File: src/rtl/hazard_pkg.sv
// hazard_pkg: shared types for the pipeline hazard scoreboard.
//   REG_AW       register address width
//   fwd_sel_t    EX operand mux select encoding
//   slot_t       per-stage tracking record {valid, wr, load, rd}
//   slot_live()  entry can forward/stall: valid, writes rd, rd != x0
package hazard_pkg;

  localparam int REG_AW = 5;

  typedef enum logic [1:0] {
    FWD_REG   = 2'b00,
    FWD_EXMEM = 2'b01,
    FWD_MEMWB = 2'b10
  } fwd_sel_t;

  typedef struct packed {
    logic              valid;
    logic              wr;
    logic              load;
    logic [REG_AW-1:0] rd;
  } slot_t;

  localparam slot_t SLOT_BUBBLE = '0;

  function automatic logic slot_live(slot_t s);
    return s.valid & s.wr & (s.rd != '0);
  endfunction

endpackage

File: src/rtl/hazard_fwd_sel.sv
// hazard_fwd_sel: priority compare of one decode source register against
// the EX and MEM tracking slots.
//   src_i   source register index
//   use_i   instruction actually reads src_i
//   ex_i    slot currently in EX (will be in MEM when the reader is in EX)
//   mem_i   slot currently in MEM (will be in WB when the reader is in EX)
//   sel_o   forward select for the reader's EX cycle
module hazard_fwd_sel
  import hazard_pkg::*;
(
  input  logic [REG_AW-1:0] src_i,
  input  logic              use_i,
  input  slot_t             ex_i,
  input  slot_t             mem_i,
  output fwd_sel_t          sel_o
);

  // Load flags only matter for stall detection, not for forwarding.
  logic unused_load;
  assign unused_load = ex_i.load ^ mem_i.load;

  always_comb begin
    sel_o = FWD_REG;
    if (use_i && (src_i != '0)) begin
      // Youngest producer wins: EX is checked before MEM.
      if (slot_live(ex_i) && (ex_i.rd == src_i)) begin
        sel_o = FWD_EXMEM;
      end else if (slot_live(mem_i) && (mem_i.rd == src_i)) begin
        sel_o = FWD_MEMWB;
      end
    end
  end

endmodule

File: src/rtl/hazard_scoreboard.sv
// hazard_scoreboard: tracks destinations of instructions in EX/MEM/WB,
// raises the combinational load-use stall and registers the EX-stage
// operand forward selects alongside the ID/EX pipeline register.
//   clk, reset_i (async, active low)
//   id_*_i       decode-stage instruction fields
//   flush_i      taken branch/jump in EX kills the decode instruction
//   stall_o      hold PC and IF/ID, bubble into ID/EX
//   fwd1_o/2_o   registered forward selects (00 regfile, 01 EX/MEM, 10 MEM/WB)
//   stall_cnt_o  saturating stall-cycle counter
// Build option: define HAZARD_PERF_CNT_EN to include the stall counter;
// otherwise stall_cnt_o is tied to zero.
module hazard_scoreboard
  import hazard_pkg::*;
#(
  parameter int unsigned CNT_W = 32
) (
  input  logic              clk,
  input  logic              reset_i,
  input  logic              id_valid_i,
  input  logic [REG_AW-1:0] id_rs1_i,
  input  logic [REG_AW-1:0] id_rs2_i,
  input  logic              id_use_rs1_i,
  input  logic              id_use_rs2_i,
  input  logic [REG_AW-1:0] id_rd_i,
  input  logic              id_wr_i,
  input  logic              id_load_i,
  input  logic              flush_i,
  output logic              stall_o,
  output logic [1:0]        fwd1_o,
  output logic [1:0]        fwd2_o,
  output logic [CNT_W-1:0]  stall_cnt_o
);

  slot_t    ex_q, mem_q, wb_q, ex_d;
  fwd_sel_t fwd1_q, fwd2_q;
  fwd_sel_t sel1, sel2;
  logic     stall;
  logic     bubble;

  always_comb begin
    stall = 1'b0;
    if (id_valid_i && !flush_i && slot_live(ex_q) && ex_q.load) begin
      stall = (id_use_rs1_i && (id_rs1_i == ex_q.rd)) ||
              (id_use_rs2_i && (id_rs2_i == ex_q.rd));
    end
  end

  assign bubble = !id_valid_i || stall || flush_i;

  always_comb begin
    ex_d = SLOT_BUBBLE;
    if (!bubble) begin
      ex_d.valid = 1'b1;
      ex_d.wr    = id_wr_i;
      ex_d.load  = id_load_i;
      ex_d.rd    = id_rd_i;
    end
  end

  hazard_fwd_sel u_fwd_rs1 (
    .src_i (id_rs1_i),
    .use_i (id_use_rs1_i),
    .ex_i  (ex_q),
    .mem_i (mem_q),
    .sel_o (sel1)
  );

  hazard_fwd_sel u_fwd_rs2 (
    .src_i (id_rs2_i),
    .use_i (id_use_rs2_i),
    .ex_i  (ex_q),
    .mem_i (mem_q),
    .sel_o (sel2)
  );

  // Stages below decode never freeze, so the slots shift every cycle.
  always_ff @(posedge clk or negedge reset_i) begin
    if (!reset_i) begin
      ex_q   <= SLOT_BUBBLE;
      mem_q  <= SLOT_BUBBLE;
      wb_q   <= SLOT_BUBBLE;
      fwd1_q <= FWD_REG;
      fwd2_q <= FWD_REG;
    end else begin
      wb_q   <= mem_q;
      mem_q  <= ex_q;
      ex_q   <= ex_d;
      fwd1_q <= bubble ? FWD_REG : sel1;
      fwd2_q <= bubble ? FWD_REG : sel2;
    end
  end

  // The WB slot retires into the register file, which the regfile read
  // path already sees, so its contents are never consulted here.
  logic unused_wb;
  assign unused_wb = ^wb_q;

  assign stall_o = stall;
  assign fwd1_o  = fwd1_q;
  assign fwd2_o  = fwd2_q;

`ifdef HAZARD_PERF_CNT_EN
  logic [CNT_W-1:0] cnt_q;

  always_ff @(posedge clk or negedge reset_i) begin
    if (!reset_i) begin
      cnt_q <= '0;
    end else if (stall && (cnt_q != '1)) begin
      cnt_q <= cnt_q + {{(CNT_W-1){1'b0}}, 1'b1};
    end
  end

  assign stall_cnt_o = cnt_q;
`else
  assign stall_cnt_o = '0;
`endif

endmodule

File: config.mk
export PLATFORM = sky130hd
export DESIGN_NAME = hazard_scoreboard
export DESIGN_NICKNAME = d
export VERILOG_FILES = /design/src/rtl/hazard_pkg.sv /design/src/rtl/hazard_fwd_sel.sv /design/src/rtl/hazard_scoreboard.sv
export SDC_FILE = /design/constraint.sdc
export NUM_CORES = 1
export LEC_CHECK = 0
export ABC_AREA = 0
export BUFFER_PORTS_ARGS = -buffer_cell sky130_fd_sc_hd__buf_2
export CAP_MARGIN = 20
export CORE_AREA = 10 10 100 58
export CTS_CLUSTER_DIAMETER = 60
export CTS_CLUSTER_SIZE = 10
export DETAILED_ROUTE_END_ITERATION = 12
export DIE_AREA = 0 0 110 68
export SLEW_MARGIN = 10
export SYNTH_ARGS = -nofsm -noshare
export SYNTH_HDL_FRONTEND = slang
export SYNTH_SLANG_ARGS = --single-unit
File: constraint.sdc
create_clock -name clk -period 1.6 [get_ports clk]
set_input_delay 0.32 -clock clk [delete_from_list [all_inputs] [get_ports clk]]
set_output_delay 0.32 -clock clk [all_outputs]
set_load 0.02 [all_outputs]
# ---- Yosys cells after proc, flatten, opt, wreduce, memory -nomap -nowiden
# Index checks and enable logic that the tools add are counted.
dict set report totals {
  output_inout_bits 37
  input_bits 23
  wordCells 49
  register_bits 19
}
dict set report op_classes {
  n_eq_ne 6
  bitwise 4
  reduce_logical 20
  n_mux 10
}
# op count
set ops {}
lappend ops {{$eq A5 B5 Y1} 6}
lappend ops {{$reduce_bool A5 Y1} 4}
lappend ops {{$mux W2} 8}
lappend ops {{$logic_and A1 B1 Y1} 11}
lappend ops {{$mux W8} 1}
lappend ops {{$and A1 B1 Y1} 4}
lappend ops {{$logic_or A1 B1 Y1} 3}
lappend ops {{$logic_not A1 Y1} 2}
lappend ops {{$mux W1} 1}

# ---- Logic depth before layout (Yosys ltp)
# Gate-level depths: netlist of run 1.
dict set report depth {
  word_depth 8
  mapped_depth 7
  ltp_nobuf 5
}

# ---- By module
# A second synthesis of run 1 with hierarchy kept.
dict set report unflattened {
  hier_cells 144
  area_unflattened_um2 1360.1
}
# module cells_each seq_area_each_um2 area_per_inst_um2 instances
set by_module_without_submodules {}
lappend by_module_without_submodules {hazard_scoreboard 100 500.5 1029.7 1}
lappend by_module_without_submodules {hazard_fwd_sel 22 0.0 165.2 2}

# ---- Least setup slack after synthesis of run 1
# Ideal clock, no wire load.
dict set report synth_path {
  path_type {reg2reg}
  start {register ex_q[0] in the netlist's numbering}
  end {register fwd1_q[1], in the netlist fwd1_o[1]}
  path_stages_with_launch 7
  setup_time_ns 0.096
  path_slack_ns -0.178
  arrival_time_ns 1.682
  path_buffers 1
  synth_period_minus_slack_ns 1.778
  cell_sequence {dfrtp_1 > or4_4 > o211ai_2 > nor2_1 > o21a_4 > buf_6 > nor4_2}
}
dict set report synth_via {
  elab_chain_cells 8
  elab_cells_between_ends 17
  classes_between {eq/ne: 3; mux: 4; bitwise: 1; reduce/logical: 9}
}
# element line
set synth_rtl {}
lappend synth_rtl {{from (decl)} hazard_scoreboard.sv:34} ;# slot_t ex_q, mem_q, wb_q, ex_d;
lappend synth_rtl {{from (signal assigned)} hazard_scoreboard.sv:79} ;# ex_q <= SLOT_BUBBLE;
lappend synth_rtl {{from (signal assigned)} hazard_scoreboard.sv:87} ;# ex_q <= ex_d;
lappend synth_rtl {{$reduce_bool A5 Y1} hazard_pkg.sv:26} ;# return s.valid & s.wr & (s.rd != '0);
lappend synth_rtl {{$and A1 B1 Y1} hazard_pkg.sv:26}
lappend synth_rtl {{$logic_and A1 B1 Y1 (2 in series)} hazard_scoreboard.sv:42} ;# if (id_valid_i && !flush_i && slot_live(ex_q) && ex_q.load) begin
lappend synth_rtl {{$mux W1 (*)} hazard_scoreboard.sv:42}
lappend synth_rtl {{named net stall_o} hazard_scoreboard.sv:28} ;# output logic stall_o,
lappend synth_rtl {{$logic_or A1 B1 Y1 (*) (2 in series)} hazard_scoreboard.sv:48} ;# assign bubble = !id_valid_i || stall || flush_i;
lappend synth_rtl {{$mux W2 (*)} hazard_scoreboard.sv:88} ;# fwd1_q <= bubble ? FWD_REG : sel1;
lappend synth_rtl {{to (signal assigned)} hazard_scoreboard.sv:88}
lappend synth_rtl {{to (decl)} hazard_scoreboard.sv:35} ;# fwd_sel_t fwd1_q, fwd2_q;
# The timed path passes the listed nets; every way through them passes the cells marked *.

# ---- Worst setup path after layout of run 1
dict set report layout_path {
  start {register ex_q[1] in the netlist's numbering}
  end {register fwd1_q[0], in the netlist fwd1_o[0]}
}
dict set report layout_via {
  elab_chain_cells 8
  elab_cells_between_ends 17
  classes_between {eq/ne: 3; mux: 4; bitwise: 1; reduce/logical: 9}
}
# element line
set layout_rtl {}
lappend layout_rtl {{$reduce_bool A5 Y1} hazard_pkg.sv:26}
lappend layout_rtl {{$and A1 B1 Y1} hazard_pkg.sv:26}
lappend layout_rtl {{$logic_and A1 B1 Y1 (2 in series)} hazard_scoreboard.sv:42}
lappend layout_rtl {{$mux W1} hazard_scoreboard.sv:42}
lappend layout_rtl {{$logic_or A1 B1 Y1 (2 in series)} hazard_scoreboard.sv:48}
lappend layout_rtl {{$mux W2 (*)} hazard_scoreboard.sv:88}
# Mark *: on every way between the ends. The rest lies on a longest branch, timed or not.

==> flow_summary.json, run 1 <==
{
  "muxShareOfSynthArea_pct": 0,
  "status": "finished with violations",
  "total_power_w": 0.00110,
  "postSynthCellCount": 121,
  "cap_violations": 0,
  "core_mm2": 0.00415,
  "slowest_stage": "or4_4",
  "crit_start": "ex_q[1]$_DFF_PN0_",
  "path_clk_slew_ns": 0.08,
  "fp-row-count": 17,
  "rsz0062_at_grt": "yes",
  "hold_path_startpoint": "id_wr_i",
  "violations": "negative setup slack",
  "numCtsBuffers": 3,
  "drive_gt1_share_pct": 40.6,
  "synthAdderAreaFrac_pct": 0,
  "port_buffers": 27,
  "arrival_ns": 2.19,
  "clk_path_buf_depth": 2,
  "htree_levels": 1,
  "dp_hpwl_mm": 2.49,
  "crit_required_ns": 1.75,
  "syn2layout_area_growth_pct": 36.2,
  "crit_family": "simple AND/OR/NAND/NOR gates",
  "fin_skew_ns": 0.00434,
  "yosys_warnings": 0,
  "avgRoutedWirePerCell_um": 13.7,
  "synth.avg_cell_area_um2": 9.68,
  "gp_congestion": 0.940,
  "synth_compound_area_share_pct": 3.21,
  "worst_slack_ns": -0.441,
  "worstSkewPairLatency_ns": 0.27,
  "ys_seq_area_share_pct": 40.6,
  "nets": 194,
  "seq_area_um2": 475,
  "drc": 0,
  "fin_crit_ns": 2.04,
  "drt_iter0_markers": 31,
  "critical_path.endpoint_type": "flip-flop",
  "fin_crit_sh_pct": 128,
  "multiInputGateArea_um2": 674,
  "cp_max_fo": 2,
  "clock-sinks": 19,
  "viasPerCell": 3.81,
  "grt_pass1_wl_mm": 4.53,
  "cp-start-kind": "flip-flop",
  "p_leak_nw": 0.730,
  "diodes": 0,
  "synth-simple-area-share_pct": 19.1,
  "drv_slew": 0,
  "synth-seq-cells": 19,
  "hp-class": "input pin to flip-flop",
  "ant_nets": 0,
  "grt_use_total_pct": 8.23,
  "rr_startpoint": "ex_q[1]$_DFF_PN0_",
  "synth_area_mm2": 0.00117,
  "grt.overflow.total": 0,
  "hold_violations": 0,
  "max_stage_delay_ns": 0.55,
  "synth_top_family_by_area": "buffers and inverters",
  "antenna_found_initial": 0,
  "grt_pass1_vias": 882,
  "setup_viol": 13,
  "start_util_pct": 28.2,
  "crit_type": "flip-flop to flip-flop",
  "dp.cells": 215,
  "powerDensity_mw_per_mm2": 689,
  "final.setup.tns_ns": -4.22,
  "stdcell_count": 227,
  "vias": 866,
  "path_cells": "or4_4, o211ai_4, buf_4, buf_4, buf_4, buf_4, buf_4, buf_6, nor3b_2, nor4b_2",
  "wirelength_mm": 3.12,
  "irDropWorstVdd_mv": 0.248,
  "cp_common_cell": "buf_4",
  "fin_worst_hold_slack_ns": 0.304,
  "cts_tree": "built",
  "pin_count": 60,
  "chipHeight_um": 68,
  "fmax_mhz": 490,
  "die_area_mm2": 0.00748,
  "grt_max_degree": 20,
  "firstDrtPassIters": 4,
  "synth_cell_types": 23,
  "fp.dieW_um": 110,
  "cp_num_buf_inv": 6,
  "cts_root_buf": "clkbuf_8",
  "num-fill-cells": 446,
  "synth_xor_xnor_area_share_pct": 15.0
}
## path summary, 6_finish.rpt
kind,endpoint,slack (ns),cells past startpoint
max,fwd1_o[0]$_DFF_PN0_,-0.44,10
min,ex_q[6]$_DFF_PN0_,0.30,3
max reg2reg,fwd1_o[0]$_DFF_PN0_,-0.44,10
min reg2reg,mem_q[7]$_DFF_PN0_,0.44,0
max in group asynchronous,ex_q[1]$_DFF_PN0_,0.77,2
min in group asynchronous,mem_q[0]$_DFF_PN0_,0.51,2
## worst min-delay path: cells and delay by family
family,cells,cell delay [ns]
simple gates,2,0.12
buf+inv,1,0.10
## Yosys cell counts, drive strengths merged
library cell	n	area, µm²
buf	33	251
dfrtp	19	475
xnor2	14	123
nor2	12	45.0
nand2	11	41.3
xor2	6	52.6
nand3	4	20.0
nor4	4	31.3
or4	3	26.3
nand4	2	12.5
nor3	2	10.0
nor4b	2	17.5
o21ai	2	10.0
clkbuf	1	3.75
conb	1	3.75
nand2b	1	6.26
nor2b	1	6.26
nor3b	1	7.51
o211ai	1	12.5
o21a	1	15.0
## where the power goes
group / total, W / internal (W) / switching [W]
Combinational: 0.000234 / 0.0000857 / 0.000148
Clock: 0.000357 / 0.000176 / 0.000181
Sequential: 0.000509 / 0.000495 / 0.0000139
Total: 0.00110 / 0.000757 / 0.000343
## per-stage QoR
stage               utilization [%]  setup WS, ns  area [µm²]
floorplan                         -        -0.178        1290
global placement               32.2        -0.143        1340
detailed placement             32.2        -0.190        1340
CTS                            36.0        -0.440        1500
global route                   38.5        -0.488        1600
finish                         38.5        -0.441        1600
## per-layer routing
metal	vias to the layer above	global-route usage [%]	routed length (µm)
met2	36	10.7	1350
met3	5	4.31	342
met4	0	4.35	51
met1	393	10.7	1370
li1	432	-	-
met5	-	0	0
## state kept, by name, indices dropped and copies added (netlist names)
name	flops
fwd1_o	2
ex_q	8
fwd2_o	2
mem_q	7
## what timing repair did
| item | 4_1_cts | 5_1_grt |
|---|---|---|
| resized for setup | 12 | 21 |
| pin swaps | 4 | 8 |
| setup buffers | 9 | 2 |
| endpoints found under the hold margin | 12 | 0 |
| setup endpoints to repair | 13 | 13 |
| hold buffers | 1 | 0 |
## cells by family after synthesis
logic type	Yosys count
AO/OA/AOI/OAI	4
XOR/XNOR	20
buffers and inverters	34
flip-flops	19
other	1
AND/OR/NAND/NOR	43
## layout make-up
type                            count  share of cell area [%]
Clock inverter                      1                   0.471
Timing Repair Buffer               48                    20.4
Tap cell                           57                    4.47
Clock buffer                        3                    2.59
Multi-Input combinational cell     99                    42.3
Sequential cell                    19                    29.8
## layout by cell type, fill, tap and decap left out
cell            n
buf_4          17
clkbuf_8        3
nor2b_1         1
dfrtp_1        19
o211ai_4        1
xnor2_1        14
nor3_1          1
o21a_4          1
nor4_4          2
buf_12          1
o21ai_0         2
buf_6           2
nand2b_1        1
nor2_1          3
nand3_1         4
nand4_1         2
clkinvlp_4      1
nor2_4          8
or4_4           1
buf_2          26
nor3b_2         1
nor4_1          2
nor2_2          1
buf_8           1
conb_1         32
nor4b_2         2
nand2_1        11
dlygate4sd3_1   1
nor3_2          1
xor2_1          6
or4_1           2
Power figures use the tool's default switching activity.
==> run 2, diff against run 1 <==
Settings changed: RECOVER_POWER set to 50.
==> flow_summary.json, run 2 (synthesis results as in run 1) <==
{
  "htree_levels": 1,
  "p_leak_nw": 0.726,
  "avgRoutedWirePerCell_um": 13.7,
  "grt_pass1_vias": 882,
  "dp.cells": 215,
  "final_common_cell": "conb_1",
  "vias": 864,
  "cts_root_buf": "clkbuf_8",
  "crit_required_ns": 1.75,
  "hold_violations": 0,
  "fin_skew_ns": 0.00432,
  "gp_congestion": 0.940,
  "path_clk_slew_ns": 0.08,
  "arrival_ns": 2.19,
  "fin_crit_sh_pct": 127,
  "grt_pass1_wl_mm": 4.53,
  "cap_violations": 0,
  "violations": "negative setup slack",
  "fp-row-count": 17,
  "die_area_mm2": 0.00748,
  "wl_met2_mm": 1.35,
  "cp_max_fo": 2,
  "clk_path_buf_depth": 2,
  "viasPerCell": 3.81,
  "dp_hpwl_mm": 2.49,
  "syn2layout_area_growth_pct": 35.9,
  "port_buffers": 27,
  "cts_tree": "built",
  "drc": 0,
  "core_mm2": 0.00415,
  "rsz0062_at_grt": "yes",
  "r2r_cells": 10,
  "total_power_w": 0.00110,
  "fp.dieW_um": 110,
  "utilization_pct": 38.4,
  "status": "finished with violations",
  "fin_crit_ns": 2.04,
  "wirelength_mm": 3.12,
  "cp-start-kind": "flip-flop",
  "wl_met3_um": 373,
  "numCtsBuffers": 3,
  "start_util_pct": 28.2,
  "top_regs": "ex_q x8, mem_q x7",
  "grt_max_degree": 20,
  "chipHeight_um": 68,
  "layout_common_cells": "conb_1 (32), buf_2 (26), dfrtp_1 (19), buf_4 (16), xnor2_1 (14)",
  "crit_type": "flip-flop to flip-flop",
  "irDropWorstVdd_mv": 0.248,
  "diodes": 0,
  "top_layer": "met4",
  "largest_reg_flops": 8,
  "whs_path_depth": 3,
  "hp-class": "input pin to flip-flop",
  "worstSkewPairLatency_ns": 0.27,
  "drt_iter0_markers": 32,
  "num-fill-cells": 446,
  "setup_viol": 13,
  "nets": 194,
  "drv_slew": 0,
  "fmax_mhz": 490,
  "firstDrtPassIters": 4,
  "grt_use_total_pct": 8.23,
  "wl_met1_mm": 1.35,
  "worst_slack_ns": -0.440,
  "stdcell_count": 227,
  "critical_path.endpoint_type": "flip-flop",
  "clock-sinks": 19,
  "pin_count": 60,
  "antenna_found_initial": 0,
  "ant_nets": 0,
  "drive_gt1_share_pct": 40.0,
  "powerDensity_mw_per_mm2": 690,
  "grt.overflow.total": 0,
  "top_register": "ex_q"
}
==> run 2: routing by layer <==
| layer | global-route usage, % | vias up |
|---|---|---|
| met1 | 10.7 | 389 |
| met5 | 0 | - |
| met4 | 4.35 | 0 |
| met3 | 4.31 | 5 |
| li1 | - | 432 |
| met2 | 10.7 | 38 |
==> run 2: worst max-delay path, cell delays in order (launching register included) <==
cell and delay [ns]:
dfrtp_1 0.39, or4_4 0.55, o211ai_4 0.19, buf_4 0.14, buf_4 0.09, buf_4 0.09, buf_4 0.08, buf_4 0.09
buf_6 0.09, nor3b_2 0.05, nor4b_2 0.16
==> run 2: report_power, final <==
part	switching [W]	internal [W]	total (W)
logic	0.000148	0.0000848	0.000233
clock network	0.000181	0.000176	0.000357
registers	0.0000139	0.000495	0.000509
==> run 2: final timing paths <==
kind	start	end	slack, ns
setup / recovery	ex_q[1]$_DFF_PN0_	fwd1_o[0]$_DFF_PN0_	-0.44
hold / removal	id_wr_i	ex_q[6]$_DFF_PN0_	0.30
setup reg to reg	ex_q[1]$_DFF_PN0_	fwd1_o[0]$_DFF_PN0_	-0.44
hold reg to reg	ex_q[7]$_DFF_PN0_	mem_q[7]$_DFF_PN0_	0.44
max in group asynchronous	reset_i	ex_q[1]$_DFF_PN0_	0.77
min in group asynchronous	reset_i	mem_q[0]$_DFF_PN0_	0.52
==> run 2: cell type report <==
cell class	count	area [µm²]	area share [%]
clock buffers	3	41.3	2.59
clock inverters	1	7.51	0.472
multi-input cells	99	674	42.4
flip-flops and latches	19	475	29.9
well taps	57	71.3	4.48
repair buffers	48	322	20.2
==> run 2: per-stage QoR <==
stage	cell area [µm²]	worst slack, ns	TNS (ns)	hold WS, ns
after detailed placement	1340	-0.190	-0.940	0.289
after global placement	1340	-0.143	-0.437	0.280
after CTS	1500	-0.440	-3.06	0.249
after global routing	1590	-0.488	-4.90	0.303
after floorplan	1290	-0.178	-0.455	0.0244
final	1590	-0.440	-4.21	0.303
==> run 2: repair_timing <==
| action | CTS | global route |
|---|---|---|
| resized for setup | 12 | 21 |
| hold buffers | 1 | 0 |
| endpoints found under the setup margin | 13 | 13 |
| endpoints found under the hold margin | 12 | 0 |
| buffers inserted | 9 | 2 |
| pin swaps | 4 | 8 |
==> run 3, diff against run 2 <==
Settings changed: PLACE_DENSITY set to 0.68.
==> flow_summary.json, run 3 (synthesis results as in run 1) <==
{
  "nets": 189,
  "setup_viol": 13,
  "htree_levels": 1,
  "powerDensity_mw_per_mm2": 731,
  "fp.dieW_um": 110,
  "slowest_stage": "or4_4",
  "hold_violations": 0,
  "hp-class": "input pin to flip-flop",
  "cp-start-kind": "flip-flop",
  "worst_slack_ns": -0.385,
  "diodes": 0,
  "top_regs": "ex_q x8, mem_q x7",
  "worst_slew_pin_slew_ns": 1.00,
  "chipHeight_um": 68,
  "violations": "negative setup slack",
  "drt_iter0_markers": 37,
  "fmax_mhz": 504,
  "worstSkewPairLatency_ns": 0.25,
  "grt_pass1_wl_mm": 4.21,
  "crit_required_ns": 1.28,
  "start_util_pct": 28.2,
  "die_area_mm2": 0.00748,
  "final.setup.tns_ns": -2.59,
  "fp-row-count": 17,
  "dp_hpwl_mm": 2.60,
  "crit_type": "flip-flop to primary output",
  "stdcell_count": 222,
  "largest_reg_flops": 8,
  "antenna_found_initial": 0,
  "drc": 0,
  "grtUsageMet3_pct": 4.40,
  "pin_count": 60,
  "p_leak_nw": 0.702,
  "ant_nets": 0,
  "grt_max_degree": 20,
  "cap_violations": 0,
  "syn2layout_area_growth_pct": 23.8,
  "path_clk_slew_ns": 0.07,
  "final_common_cell": "conb_1",
  "dpl_worst_slack_ns": -0.187,
  "clk_path_buf_depth": 2,
  "path_cells": "or4_4, o211ai_2, nor2_2, o21a_4, buf_6",
  "max_stage_delay_ns": 0.53,
  "numCtsBuffers": 3,
  "irDropWorstVdd_mv": 0.278,
  "drv_slew": 0,
  "top_register": "ex_q",
  "port_buffers": 27,
  "drive_gt1_share_pct": 31.5,
  "grt_use_total_pct": 7.51,
  "gr-usage-met1_pct": 10.4,
  "vias": 826,
  "cts_tree": "built",
  "grt.busiest_layer": "met1",
  "firstDrtPassIters": 4,
  "grt_pass1_vias": 825,
  "slew_headroom_pct": 33.1,
  "critical_path.endpoint_type": "primary output",
  "status": "finished with violations",
  "cp_max_fo": 2,
  "dp.cells": 216,
  "rsz0062_at_grt": "yes",
  "layout_common_cells": "conb_1 (32), buf_2 (25), dfrtp_1 (19), xnor2_1 (14), buf_4 (14)",
  "fin_worst_hold_slack_ns": 0.272,
  "arrival_ns": 1.66,
  "viasPerCell": 3.72,
  "fin_crit_sh_pct": 124,
  "grt_use_met2_pct": 10.1,
  "fin_skew_ns": 0.00163,
  "clock-sinks": 19,
  "total_power_w": 0.00106,
  "gp_congestion": 0.941,
  "core_mm2": 0.00415,
  "fin_crit_ns": 1.98,
  "wirelength_mm": 2.99,
  "avgRoutedWirePerCell_um": 13.5,
  "cts_root_buf": "clkbuf_8",
  "grt.overflow.total": 0
}
-- run 3: cell count changes in the layout (fill, tap and decap cells not counted), sizes merged --
| cell | delta |
|---|---|
| buf | -6 |
| clkbuf | +1 |
-- run 3: final cells by class --
class                           instances  area [µm²]
Timing Repair Buffer                   43         259
Sequential cell                        19         475
Clock inverter                          1        7.51
Multi-Input combinational cell         99         596
Clock buffer                            3        41.3
Fill cell                             468        2700
Tap cell                               57        71.3
-- run 3: critical path, delay by kind of cell, from the launching register on --
| kind | cells | cell delay [ns] |
|---|---|---|
| buf+inv | 1 | 0.13 |
| simple gates | 2 | 0.59 |
| flops | 1 | 0.38 |
| compound gates | 2 | 0.32 |
-- run 3: what timing repair did --
item	CTS	global route
hold buffers	1	0
setup endpoints to repair	13	13
gates resized for setup	8	0
pin swaps	3	1
hold endpoints to repair	3	0
buffers inserted	1	0
-- run 3: worst paths after layout --
path                                   start                  end  slack [ns]  cells after the start
min                               id_rd_i[1]    ex_q[1]$_DFF_PN0_        0.27                      3
max reg2reg                ex_q[0]$_DFF_PN0_  fwd1_o[1]$_DFF_PN0_       -0.22                      6
max in group asynchronous            reset_i   mem_q[2]$_DFF_PN0_        0.24                      2
min in group asynchronous            reset_i  fwd1_o[1]$_DFF_PN0_        0.75                      2
min reg2reg                ex_q[7]$_DFF_PN0_   mem_q[7]$_DFF_PN0_        0.42                      0
max                        ex_q[0]$_DFF_PN0_              stall_o       -0.38                      5
-- run 3: metrics by stage --
stage	cell area (µm²)	utilization, %
final	1450	35.0
after CTS	1460	35.1
after floorplan	1290	-
after global placement	1340	32.4
after detailed placement	1340	32.4
after global routing	1450	35.0
-- run 3: where the power goes --
part	switching (W)	internal (W)	total [W]
logic	0.000141	0.0000787	0.000219
registers	0.0000134	0.000495	0.000509
clock network	0.000157	0.000175	0.000332
-- run 3: per-layer routing --
metal	wire length [µm]	up-vias
li1	-	421
met1	1400	369
met2	1260	36
met3	330	0
met4	0	0
met5	0	-
